--- config.mk ---
export PLATFORM = sky130hd
export DESIGN_NAME = ram_frame_arbiter_flat
export DESIGN_NICKNAME = d
export VERILOG_FILES = /design/src/rtl/ram_frame_arbiter_if.sv /design/src/rtl/ram_frame_arbiter.sv /design/src/flat_wrapper.sv
export SDC_FILE = /design/constraint.sdc
export NUM_CORES = 1
export LEC_CHECK = 0
export ABC_AREA = 1
export BUFFER_PORTS_ARGS = -buffer_cell sky130_fd_sc_hd__buf_2
export CORE_ASPECT_RATIO = 0.5
export CORE_MARGIN = 2
export CORE_UTILIZATION = 40
export CTS_CLUSTER_SIZE = 28
export DETAILED_ROUTE_END_ITERATION = 16
export PLACE_DENSITY_LB_ADDON = 0.08
export SYNTH_ARGS = -nofsm -noshare
export SYNTH_HDL_FRONTEND = slang
export SYNTH_SLANG_ARGS = --single-unit
--- constraint.sdc ---
create_clock -name clk_i -period 2.9 [get_ports clk_i]
set_input_delay 0.29 -clock clk_i [delete_from_list [all_inputs] [get_ports clk_i]]
set_output_delay 0.29 -clock clk_i [all_outputs]
set_load 0.005 [all_outputs]
--- src/rtl/ram_frame_arbiter_if.sv ---
// Bundle of RAM-side and consumer-side signals around the frame arbiter.
// slave = arbiter view, master = RAM/consumer (environment) view.
interface ram_frame_arbiter_if #(
  parameter int unsigned DATA_W = 32
);
  logic              buffer_ready_i;
  logic [DATA_W-1:0] ram_data_i;
  logic              ram_valid_i;
  logic              ram_ready_o;

  logic              a_req_i;
  logic              a_grant_o;
  logic [DATA_W-1:0] a_data_o;
  logic              a_valid_o;
  logic              a_ready_i;

  logic              b_req_i;
  logic              b_grant_o;
  logic [DATA_W-1:0] b_data_o;
  logic              b_valid_o;
  logic              b_ready_i;

  logic              frame_start_o;
  logic              frame_last_o;
  logic              frame_drop_o;
  logic [7:0]        drop_count_o;
  logic              busy_o;
  logic              timeout_o;

  modport slave (
    input  buffer_ready_i, ram_data_i, ram_valid_i,
    input  a_req_i, a_ready_i, b_req_i, b_ready_i,
    output ram_ready_o,
    output a_grant_o, a_data_o, a_valid_o,
    output b_grant_o, b_data_o, b_valid_o,
    output frame_start_o, frame_last_o, frame_drop_o, drop_count_o, busy_o, timeout_o
  );

  modport master (
    output buffer_ready_i, ram_data_i, ram_valid_i,
    output a_req_i, a_ready_i, b_req_i, b_ready_i,
    input  ram_ready_o,
    input  a_grant_o, a_data_o, a_valid_o,
    input  b_grant_o, b_data_o, b_valid_o,
    input  frame_start_o, frame_last_o, frame_drop_o, drop_count_o, busy_o, timeout_o
  );
endinterface

--- src/rtl/ram_frame_arbiter.sv ---
// Round-robin whole-frame arbiter for the ping-pong RAM read port; unclaimed frames are drained.
// Optional stall watchdog: define RAM_FRAME_ARB_WATCHDOG_EN.
module ram_frame_arbiter #(
  parameter int unsigned FRAME_LEN      = 256,
  parameter int unsigned DATA_W         = 32,
  parameter int unsigned TIMEOUT_CYCLES = 4096
) (
  input logic                clk_i,
  input logic                rst_ni,
  ram_frame_arbiter_if.slave bus
);

  localparam int unsigned CntW    = (FRAME_LEN > 1) ? $clog2(FRAME_LEN) : 1;
  localparam logic [CntW-1:0] LastCnt = CntW'(FRAME_LEN - 1);

  typedef enum logic [1:0] {StIdle, StArb, StStream, StDrain} state_e;

  state_e          state_q, state_d;
  logic            pending_q, pending_d;
  logic [CntW-1:0] cnt_q, cnt_d;
  logic            grant_a_q, grant_a_d;
  logic            grant_b_q, grant_b_d;
  logic            prefer_b_q, prefer_b_d;
  logic [7:0]      drop_cnt_q, drop_cnt_d;

  logic              busy, ram_ready, beat, frame_end;
  logic              drop_arb, drop_lost, stall_hit;
  logic [1:0]        n_drops;
  logic [8:0]        drop_sum;
  logic [DATA_W-1:0] ram_data;

  assign busy      = (state_q != StIdle);
  assign ram_ready = (state_q == StDrain) | (grant_a_q & bus.a_ready_i) |
                     (grant_b_q & bus.b_ready_i);
  assign beat      = bus.ram_valid_i & ram_ready;
  assign drop_lost = busy & bus.buffer_ready_i & pending_q;

`ifdef RAM_FRAME_ARB_WATCHDOG_EN
  localparam int unsigned StallW = $clog2(TIMEOUT_CYCLES + 1);
  logic [StallW-1:0] stall_q, stall_d;
  logic              stalled;

  assign stalled   = (state_q == StStream) & bus.ram_valid_i & ~ram_ready;
  assign stall_hit = stalled & (stall_q == StallW'(TIMEOUT_CYCLES - 1));
  // Any non-stall cycle (including every beat) restarts the count.
  assign stall_d   = (stalled & ~stall_hit) ? stall_q + StallW'(1) : '0;

  always_ff @(posedge clk_i or negedge rst_ni) begin
    if (!rst_ni) stall_q <= '0;
    else         stall_q <= stall_d;
  end
`else
  logic unused_timeout;
  assign unused_timeout = ^TIMEOUT_CYCLES;
  assign stall_hit      = 1'b0;
`endif

  always_comb begin
    state_d    = state_q;
    pending_d  = pending_q;
    cnt_d      = cnt_q;
    grant_a_d  = grant_a_q;
    grant_b_d  = grant_b_q;
    prefer_b_d = prefer_b_q;
    drop_arb   = 1'b0;
    frame_end  = 1'b0;

    if (busy && bus.buffer_ready_i && !pending_q) pending_d = 1'b1;

    unique case (state_q)
      StIdle: begin
        if (bus.buffer_ready_i || pending_q) begin
          state_d   = StArb;
          pending_d = 1'b0;
        end
      end
      StArb: begin
        if (bus.a_req_i && (!bus.b_req_i || !prefer_b_q)) begin
          grant_a_d = 1'b1;
          state_d   = StStream;
        end else if (bus.b_req_i) begin
          grant_b_d = 1'b1;
          state_d   = StStream;
        end else begin
          drop_arb = 1'b1;
          state_d  = StDrain;
        end
      end
      StStream, StDrain: begin
        if (beat) begin
          if (cnt_q == LastCnt) begin
            cnt_d     = '0;
            frame_end = 1'b1;
          end else begin
            cnt_d = cnt_q + CntW'(1);
          end
        end
      end
      default: state_d = StIdle;
    endcase

    if (frame_end) begin
      if (state_q == StStream) prefer_b_d = grant_a_q;
      grant_a_d = 1'b0;
      grant_b_d = 1'b0;
      // A buffer announced on the last beat is picked up here via pending_d.
      if (pending_d) begin
        state_d   = StArb;
        pending_d = 1'b0;
      end else begin
        state_d = StIdle;
      end
    end else if (stall_hit) begin
      prefer_b_d = grant_a_q;
      grant_a_d  = 1'b0;
      grant_b_d  = 1'b0;
      state_d    = StDrain;
    end
  end

  assign n_drops    = 2'(drop_arb) + 2'(drop_lost) + 2'(stall_hit);
  assign drop_sum   = {1'b0, drop_cnt_q} + {7'd0, n_drops};
  assign drop_cnt_d = drop_sum[8] ? 8'hff : drop_sum[7:0];

  always_ff @(posedge clk_i or negedge rst_ni) begin
    if (!rst_ni) begin
      state_q    <= StIdle;
      pending_q  <= 1'b0;
      cnt_q      <= '0;
      grant_a_q  <= 1'b0;
      grant_b_q  <= 1'b0;
      prefer_b_q <= 1'b0;
      drop_cnt_q <= 8'd0;
    end else begin
      state_q    <= state_d;
      pending_q  <= pending_d;
      cnt_q      <= cnt_d;
      grant_a_q  <= grant_a_d;
      grant_b_q  <= grant_b_d;
      prefer_b_q <= prefer_b_d;
      drop_cnt_q <= drop_cnt_d;
    end
  end

  assign ram_data          = bus.ram_data_i;
  assign bus.a_data_o      = ram_data;
  assign bus.b_data_o      = ram_data;
  assign bus.ram_ready_o   = ram_ready;
  assign bus.a_grant_o     = grant_a_q;
  assign bus.b_grant_o     = grant_b_q;
  assign bus.a_valid_o     = grant_a_q & bus.ram_valid_i;
  assign bus.b_valid_o     = grant_b_q & bus.ram_valid_i;
  assign bus.frame_start_o = (state_q == StStream) & beat & (cnt_q == '0);
  assign bus.frame_last_o  = (state_q == StStream) & beat & (cnt_q == LastCnt);
  assign bus.frame_drop_o  = |n_drops;
  assign bus.drop_count_o  = drop_cnt_q;
  assign bus.busy_o        = busy;
  assign bus.timeout_o     = stall_hit;

endmodule
--- src/flat_wrapper.sv ---
// flat-port wrapper written by rule: the top's interface ports become plain ports
module ram_frame_arbiter_flat 
#(
  parameter int unsigned FRAME_LEN      = 256,
  parameter int unsigned DATA_W         = 32,
  parameter int unsigned TIMEOUT_CYCLES = 4096
)
  (clk_i, rst_ni, bus_buffer_ready_i, bus_ram_data_i, bus_ram_valid_i, bus_a_req_i, bus_a_ready_i, bus_b_req_i, bus_b_ready_i, bus_ram_ready_o, bus_a_grant_o, bus_a_data_o, bus_a_valid_o, bus_b_grant_o, bus_b_data_o, bus_b_valid_o, bus_frame_start_o, bus_frame_last_o, bus_frame_drop_o, bus_drop_count_o, bus_busy_o, bus_timeout_o);
  ram_frame_arbiter_if #(.DATA_W(DATA_W)) bus_i ();
  input logic clk_i;
  input logic rst_ni;
  input wire logic [$bits(bus_i.buffer_ready_i)-1:0] bus_buffer_ready_i;
  input wire logic [$bits(bus_i.ram_data_i)-1:0] bus_ram_data_i;
  input wire logic [$bits(bus_i.ram_valid_i)-1:0] bus_ram_valid_i;
  input wire logic [$bits(bus_i.a_req_i)-1:0] bus_a_req_i;
  input wire logic [$bits(bus_i.a_ready_i)-1:0] bus_a_ready_i;
  input wire logic [$bits(bus_i.b_req_i)-1:0] bus_b_req_i;
  input wire logic [$bits(bus_i.b_ready_i)-1:0] bus_b_ready_i;
  output wire logic [$bits(bus_i.ram_ready_o)-1:0] bus_ram_ready_o;
  output wire logic [$bits(bus_i.a_grant_o)-1:0] bus_a_grant_o;
  output wire logic [$bits(bus_i.a_data_o)-1:0] bus_a_data_o;
  output wire logic [$bits(bus_i.a_valid_o)-1:0] bus_a_valid_o;
  output wire logic [$bits(bus_i.b_grant_o)-1:0] bus_b_grant_o;
  output wire logic [$bits(bus_i.b_data_o)-1:0] bus_b_data_o;
  output wire logic [$bits(bus_i.b_valid_o)-1:0] bus_b_valid_o;
  output wire logic [$bits(bus_i.frame_start_o)-1:0] bus_frame_start_o;
  output wire logic [$bits(bus_i.frame_last_o)-1:0] bus_frame_last_o;
  output wire logic [$bits(bus_i.frame_drop_o)-1:0] bus_frame_drop_o;
  output wire logic [$bits(bus_i.drop_count_o)-1:0] bus_drop_count_o;
  output wire logic [$bits(bus_i.busy_o)-1:0] bus_busy_o;
  output wire logic [$bits(bus_i.timeout_o)-1:0] bus_timeout_o;
  assign bus_i.buffer_ready_i = bus_buffer_ready_i;
  assign bus_i.ram_data_i = bus_ram_data_i;
  assign bus_i.ram_valid_i = bus_ram_valid_i;
  assign bus_i.a_req_i = bus_a_req_i;
  assign bus_i.a_ready_i = bus_a_ready_i;
  assign bus_i.b_req_i = bus_b_req_i;
  assign bus_i.b_ready_i = bus_b_ready_i;
  assign bus_ram_ready_o = bus_i.ram_ready_o;
  assign bus_a_grant_o = bus_i.a_grant_o;
  assign bus_a_data_o = bus_i.a_data_o;
  assign bus_a_valid_o = bus_i.a_valid_o;
  assign bus_b_grant_o = bus_i.b_grant_o;
  assign bus_b_data_o = bus_i.b_data_o;
  assign bus_b_valid_o = bus_i.b_valid_o;
  assign bus_frame_start_o = bus_i.frame_start_o;
  assign bus_frame_last_o = bus_i.frame_last_o;
  assign bus_frame_drop_o = bus_i.frame_drop_o;
  assign bus_drop_count_o = bus_i.drop_count_o;
  assign bus_busy_o = bus_i.busy_o;
  assign bus_timeout_o = bus_i.timeout_o;
  ram_frame_arbiter #(.FRAME_LEN(FRAME_LEN), .DATA_W(DATA_W), .TIMEOUT_CYCLES(TIMEOUT_CYCLES)) u_core (.clk_i(clk_i), .rst_ni(rst_ni), .bus(bus_i));
endmodule
==> out/qor.csv, run 1 <==
metric;value;unit
status;finished, final reports clean;
path_depth;12;
setup.worst_path.end;u_core.bus.drop_count_o[3];
sw_frac_of_total;35.6;%
synth_compound_area_share;4.07;%
post_synth_num_cell_types;25;
layout-drive-gt1-share;20.5;%
num-nets-final;243;
post-route-util;35.8;%
min_path_type;input port to flip-flop;
finClkSkew;0.00488;ns
ys_seq_elements;22;
diodes;0;
worstReg2RegStart;u_core.state_q[1];
rows;17;
netlist_top_cells_area;dfrtp_1, buf_4, nand2_1, inv_1, ha_1;
grt_setup_unrepaired;no;
worst-path-max-fanout;7;
critical_path.n_buffers_inverters;3;
synthesis.area;1780;um2
place_hpwl;2.75;mm
vias_per_cell;4.53;
largest_voltage_drop_on_the_vdd_net;0.177;mV
synth_top_family_by_area;buffers and inverters;
cp_cell_sequence;nor2_1 > nor3_1 > inv_1 > ha_1 > ha_1 > inv_1 > fa_1 > inv_1 > nand3_1 > nor3_1 > nand3_2 > o21ai_0;
timing.critical_path.from_type;flip-flop;
antenna_violations_before_repair;0;
ys_seq_area_share;30.9;%
htree_levels;1;
numClockSinks;22;
leading_area_contributor_after_synthesis;dfrtp_1;
synth_xor_area_share;0.982;%
worst_setup_path_end_kind;flip-flop;
finish.instance_area;1550;um2
synthesized_instance_count;231;
floorplan.io_pins;122;
ctsResizeCount;0;
maxSlewViolCount;0;
final_setup_violation_count;0;
die_h;51.2;um
p_clk_share;22.1;%
final_hold_viol_count;0;
core_outline_area;4340;um2
grt_pass1_vias;1030;
seq_power_share;49.9;%
avgRoutedWirePerCell;13.2;um
grt_max_degree;23;
reg_to_reg_end;u_core.bus.drop_count_o[3];
multiInputGateArea;641;um2
synth_area_per_cell;7.72;um2
synth-simple-area-share;25.3;%
critical-path-max-stage-delay;0.40;ns
setup.reg_to_reg.worst_slack;0.42;ns
placement.io_buffers;24;
drtPass1Iterations;4;
root_buffer_master;clkbuf_8;
finalWirelength;3.33;mm
route.detailed.drc;0;
timing.critical_path.slowest_stage_cell;dfrtp_1;
worstPathRequired;3.09;ns
post_synth_fa_ha_maj_area_fraction;5.33;%
max_cap_viol_count;0;
power_density;647;nW/um2
synth_top_cells_by_count;buf_4, nand2_1, inv_1, dfrtp_1, nor2_1;
power_switching;0.357;mW
worst_r2r_path_depth;12;
synthMostInstantiatedCell;buf_4;
gpl.final_weighted_congestion;0.757;
grtUsageTotal;13.4;%
post_layout_nonfiller_instances;252;
first_element_of_the_critical_path;u_core.state_q[1];
grt_remaining_overflow;0;
clockBufferDepth;2;
clock_tree_from_tritoncts;done;
fp.dieW;98.5;um
route.vias.total;1141;
share_comb_of_total_power;28.0;%
synth_edf_count;0;
worst_setup_hold_path_clk_slew;0.08;ns
final_period_minus_worst_setup_slack;2.48;ns
worst-setup-path-type;flip-flop to flip-flop;
global_route_wire_length_before_repair;5.29;mm
fin_worst_hold_slack;0.316;ns
tightestPinTransition;0.516;ns
cellLeakagePower;0.881;nW
final.period_utilization;85.5;%
start_util;41.1;%
area_delta_synth_final;-13.0;%
die_area;5040;um2
drt_iter0_drc;38;
maxClockFrequency;403;MHz
worst_path_most_repeated_cell;inv_1;
slew-limit-headroom;65.6;%
cpLargestDelayFamily;simple AND/OR/NAND/NOR gates;
detailed_place.area;1490;um2
post-synth-top-area-fraction;30.9;%
cts_inserted_buffers;3;
timing.setup.tns;0;ns
synth_warnings;0;
number_of_fill_cells;477;
muxShareOfSynthArea;0;%
synthesis.nets;278;
numPlacedInstances;247;
seq_area;551;um2
clkLatencyLatePin;0.26;ns
crit_arrival;2.67;ns
postSynth.asyncResetShare;100;%
synthFlopType;dfrtp_1;
design_internal_power;0.647;mW
antenna_left;0;
==> timing repair <==
item | CTS | global route
hold buffers | 1 | 0
endpoints found under the hold margin | 22 | 0
setup buffers | 0 | 0
==> routing by layer <==
layer | wire (um) | up-vias | track usage [%] | share of wire (%)
met5 | 0 | - | 0 | 0
met4 | 48 | 0 | 4.57 | 1.4
met3 | 401 | 12 | 5.88 | 12
met2 | 1480 | 71 | 21.9 | 45
met1 | 1400 | 482 | 16.0 | 42
li1 | - | 576 | - | -
==> cell families after synthesis <==
family | count (synthesis)
buffers and inverters | 93
and+or+nand+nor | 93
DFF | 22
AOI/OAI and AO/OA | 13
adders and majority gates | 7
xor gates and xnor gates | 2
other | 1
==> worst min-delay path, cell delays in order <==
cell	delay, ns
buf_2	0.10
a31oi_1	0.08
nor2_1	0.08
==> flip-flops by register name, indices dropped and copies added (netlist names) <==
name,flops
u_core.pending_q,1
u_core.prefer_b_q,1
u_core.state_q,2
u_core.cnt_q,8
u_core.bus.b_grant_o,1
u_core.bus.a_grant_o,1
u_core.bus.drop_count_o,8
==> power groups by stage <==
stage                     registers [mW]  logic [mW]  clock network, mW
after floorplan                    0.489       0.259                  0
after global placement             0.513       0.286                  0
after detailed placement           0.507       0.285                  0
after CTS                          0.503       0.286              0.236
after global routing               0.521       0.329              0.251
final                              0.502       0.281              0.222
==> worst min-delay path by stage <==
stage	from	cells past startpoint	slack, ns	to
global placement	rst_ni	1	0.31	u_core.cnt_q[7]
floorplan	rst_ni	0	-0.006	u_core.bus.a_grant_o
detailed placement	rst_ni	1	0.30	u_core.cnt_q[2]
finish	bus_a_req_i	3	0.32	u_core.bus.a_grant_o
global route	bus_a_req_i	3	0.34	u_core.bus.a_grant_o
CTS	bus_a_req_i	3	0.31	u_core.bus.a_grant_o
==> through the flow <==
stage,setup WS (ns),power (mW)
3_3_place_gp,0.468,0.799
3_5_place_dp,0.424,0.792
4_1_cts,0.407,1.02
5_1_grt,0.202,1.10
2_1_floorplan,0.694,0.748
6_report,0.421,1.00
==> cell type report <==
cell class,instances,area share [%]
clock buffers,4,3.55
multi-input cells,116,41.3
flip-flops and latches,22,35.5
repair buffers,25,8.38
well taps,57,4.59
inverters,28,6.77
==> cell usage in the layout (no fill, tap or decap), drive strengths merged, types with 4 or more instances in the layout <==
cell type  count
dfrtp         22
buf           24
inv           28
clkbuf         4
nor2          22
nand3         15
nand2         46
ha             6
o21ai          8
nand4          5
No activity file was read; power rests on OpenSTA's default activity.
==> inputs of run 2 (changes only) <==
--- a/config.mk
+++ b/config.mk
@@ -5,7 +5,6 @@
 export SDC_FILE = /design/constraint.sdc
 export NUM_CORES = 1
 export LEC_CHECK = 0
-export ABC_AREA = 1
 export BUFFER_PORTS_ARGS = -buffer_cell sky130_fd_sc_hd__buf_2
 export CORE_ASPECT_RATIO = 0.5
 export CORE_MARGIN = 2
==> run 2 against run 1 <==
Net effect:
- fmax decreased by 1.8%
- register-to-register slack worse by 0.05 ns
- the flow now finishes with violations (hold timing)
- final cell count decreased by 19%
- non-clock buffer count rose by 1
- largest cell class unchanged
- global-route usage rose by 0.23 points
- critical path depth shrank 2
- critical endpoint is now u_core.bus.drop_count_o[6]
- combinational power shrank 9.3%
==> out/qor.csv, run 2 <==
metric;value;unit
status;finished with violations;
failed_checks;hold timing;
core_outline_area;3940;um2
placement.io_buffers;24;
cts_inserted_buffers;3;
grt_pass1_vias;948;
synth_top_family_by_area;buffers and inverters;
final_period_minus_worst_setup_slack;2.52;ns
drtPass1Iterations;4;
post_synth_fa_ha_maj_area_fraction;5.75;%
synthMostInstantiatedCell;buf_4;
ys_seq_elements;22;
crit_arrival;2.67;ns
ys_seq_area_share;33.3;%
power;0.921;mW
route.detailed.drc;0;
floorplan.io_pins;122;
synthesized_instance_count;187;
start_util;41.9;%
postSynth.asyncResetShare;100;%
cellLeakagePower;0.684;nW
synthesis.nets;234;
htree_levels;1;
route.vias.total;967;
post-route-util;35.7;%
cp_cell_sequence;nor2b_1 > and2_1 > inv_1 > ha_1 > ha_1 > inv_1 > fa_1 > nor2_1 > nand2_1 > mux2_2;
netlist_top_cells_area;dfrtp_1, buf_4, ha_1, nor2_1, nand2_1;
worstPathRequired;3.05;ns
synthesis.area;1650;um2
area_delta_synth_final;-15.0;%
antenna_left;0;
rows;16;
root_buffer_master;clkbuf_8;
fin_worst_hold_slack;-0.00454;ns
maxClockFrequency;396;MHz
mostFrequentLayoutCell;buf_2;
synth_xor_area_share;4.24;%
final_setup_violation_count;0;
synth-simple-area-share;16.3;%
timing.critical_path.from_type;flip-flop;
most_frequent_cells_in_the_layout;buf_2, dfrtp_1, nor2_1;
tightestPinTransition;0.519;ns
grtUsageTotal;13.6;%
max_cap_viol_count;0;
number_of_fill_cells;416;
num-nets-final;199;
critical-path-max-stage-delay;0.47;ns
slew-limit-headroom;65.4;%
post-synth-top-area-fraction;33.3;%
synth_compound_area_share;6.43;%
synth_edf_count;0;
ctsResizeCount;0;
power_density;655;nW/um2
die_area;4700;um2
timing.setup.tns;0;ns
muxShareOfSynthArea;1.59;%
clkLatencyLatePin;0.26;ns
grt_max_degree;23;
drt_iter0_drc;29;
clock_tree_from_tritoncts;done;
avgRoutedWirePerCell;15.1;um
clockBufferDepth;2;
hold_buffers;0;
synthFlopType;dfrtp_1;
leading_area_contributor_after_synthesis;dfrtp_1;
global_route_wire_length_before_repair;4.94;mm
finalWirelength;3.08;mm
maxSlewViolCount;0;
timing.critical_path.slowest_stage_cell;dfrtp_1;
synth_area_per_cell;8.85;um2
gpl.final_weighted_congestion;0.743;
numPlacedInstances;201;
worst-path-max-fanout;7;
layout-drive-gt1-share;22.0;%
vias_per_cell;4.74;
finClkSkew;0.00389;ns
die_h;49.5;um
place_hpwl;2.51;mm
final.period_utilization;87.0;%
largest_voltage_drop_on_the_vdd_net;0.243;mV
diodes;0;
worst-setup-path-type;flip-flop to flip-flop;
post_synth_num_cell_types;32;
final_hold_viol_count;11;
grt_remaining_overflow;0;
numClockSinks;22;
grt_setup_unrepaired;no;
fp.dieW;94.9;um
min_path_type;input port to async pin;
antenna_violations_before_repair;0;
worst_setup_path_end_kind;flip-flop;
synth_top_cells_by_count;buf_4, dfrtp_1, nor2_1, nand2_1, inv_1;
synth_warnings;0;
post_cts_buffers;0;
worst_setup_hold_path_clk_slew;0.08;ns
post_layout_nonfiller_instances;204;
run 2: stage by stage:
step / setup WS [ns] / area, um2
4_1_cts: 0.373 / 1410
5_1_grt: 0.117 / 1410
3_5_place_dp: 0.396 / 1370
6_report: 0.376 / 1410
3_3_place_gp: 0.412 / 1370
2_1_floorplan: 0.608 / 1650
run 2: layout make-up:
type / instances / area (um2) / area share (%)
Timing Repair Buffer: 26 / 135 / 9.61
Tap cell: 54 / 67.6 / 4.80
Inverter: 11 / 41.3 / 2.94
Multi-Input combinational cell: 88 / 571 / 40.6
Sequential cell: 22 / 551 / 39.1
Clock buffer: 3 / 41.3 / 2.94
run 2: worst paths after layout:
check	from	end	slack, ns	cells after the start
worst max-delay path	u_core.state_q[0]	u_core.bus.drop_count_o[6]	0.38	10
worst min-delay path	rst_ni	u_core.cnt_q[4]	-0.005	1
worst max register to register	u_core.state_q[0]	u_core.bus.drop_count_o[6]	0.38	10
worst min register to register	u_core.cnt_q[6]	u_core.cnt_q[6]	0.52	1
max in group asynchronous	rst_ni	u_core.bus.drop_count_o[6]	2.55	1
min in group clk_i	bus_b_req_i	u_core.bus.b_grant_o	0.33	3
run 2: worst max-delay path, delay by kind of cell, from the launching register on:
kind / cells / cell delay [ns]
AND/OR/NAND/NOR: 4 / 0.73
flip-flops: 1 / 0.47
adder cells (fa/ha/maj): 3 / 0.85
multiplexers: 1 / 0.27
buffers and inverters: 2 / 0.11
run 2: cell families after synthesis:
logic type,count (synthesis)
buf+inv,77
simple gates,52
flops,22
compound gates,18
xor+xnor,8
fa+ha+maj,7
mux,2
other cells,1
run 2: per-layer routing:
| metal | global-route usage (%) | wire (um) | vias to the layer above |
|---|---|---|---|
| met4 | 5.07 | 74 | 0 |
| met2 | 22.0 | 1380 | 58 |
| li1 | - | - | 470 |
| met3 | 6.12 | 388 | 13 |
| met5 | 0 | 0 | - |
| met1 | 16.0 | 1240 | 426 |
run 2: power breakdown:
part	internal (mW)	leakage [nW]	switching [mW]
clock	0.0926	0.0216	0.0949
combinational	0.133	0.387	0.122
sequential	0.385	0.276	0.0935
total	0.611	0.684	0.311
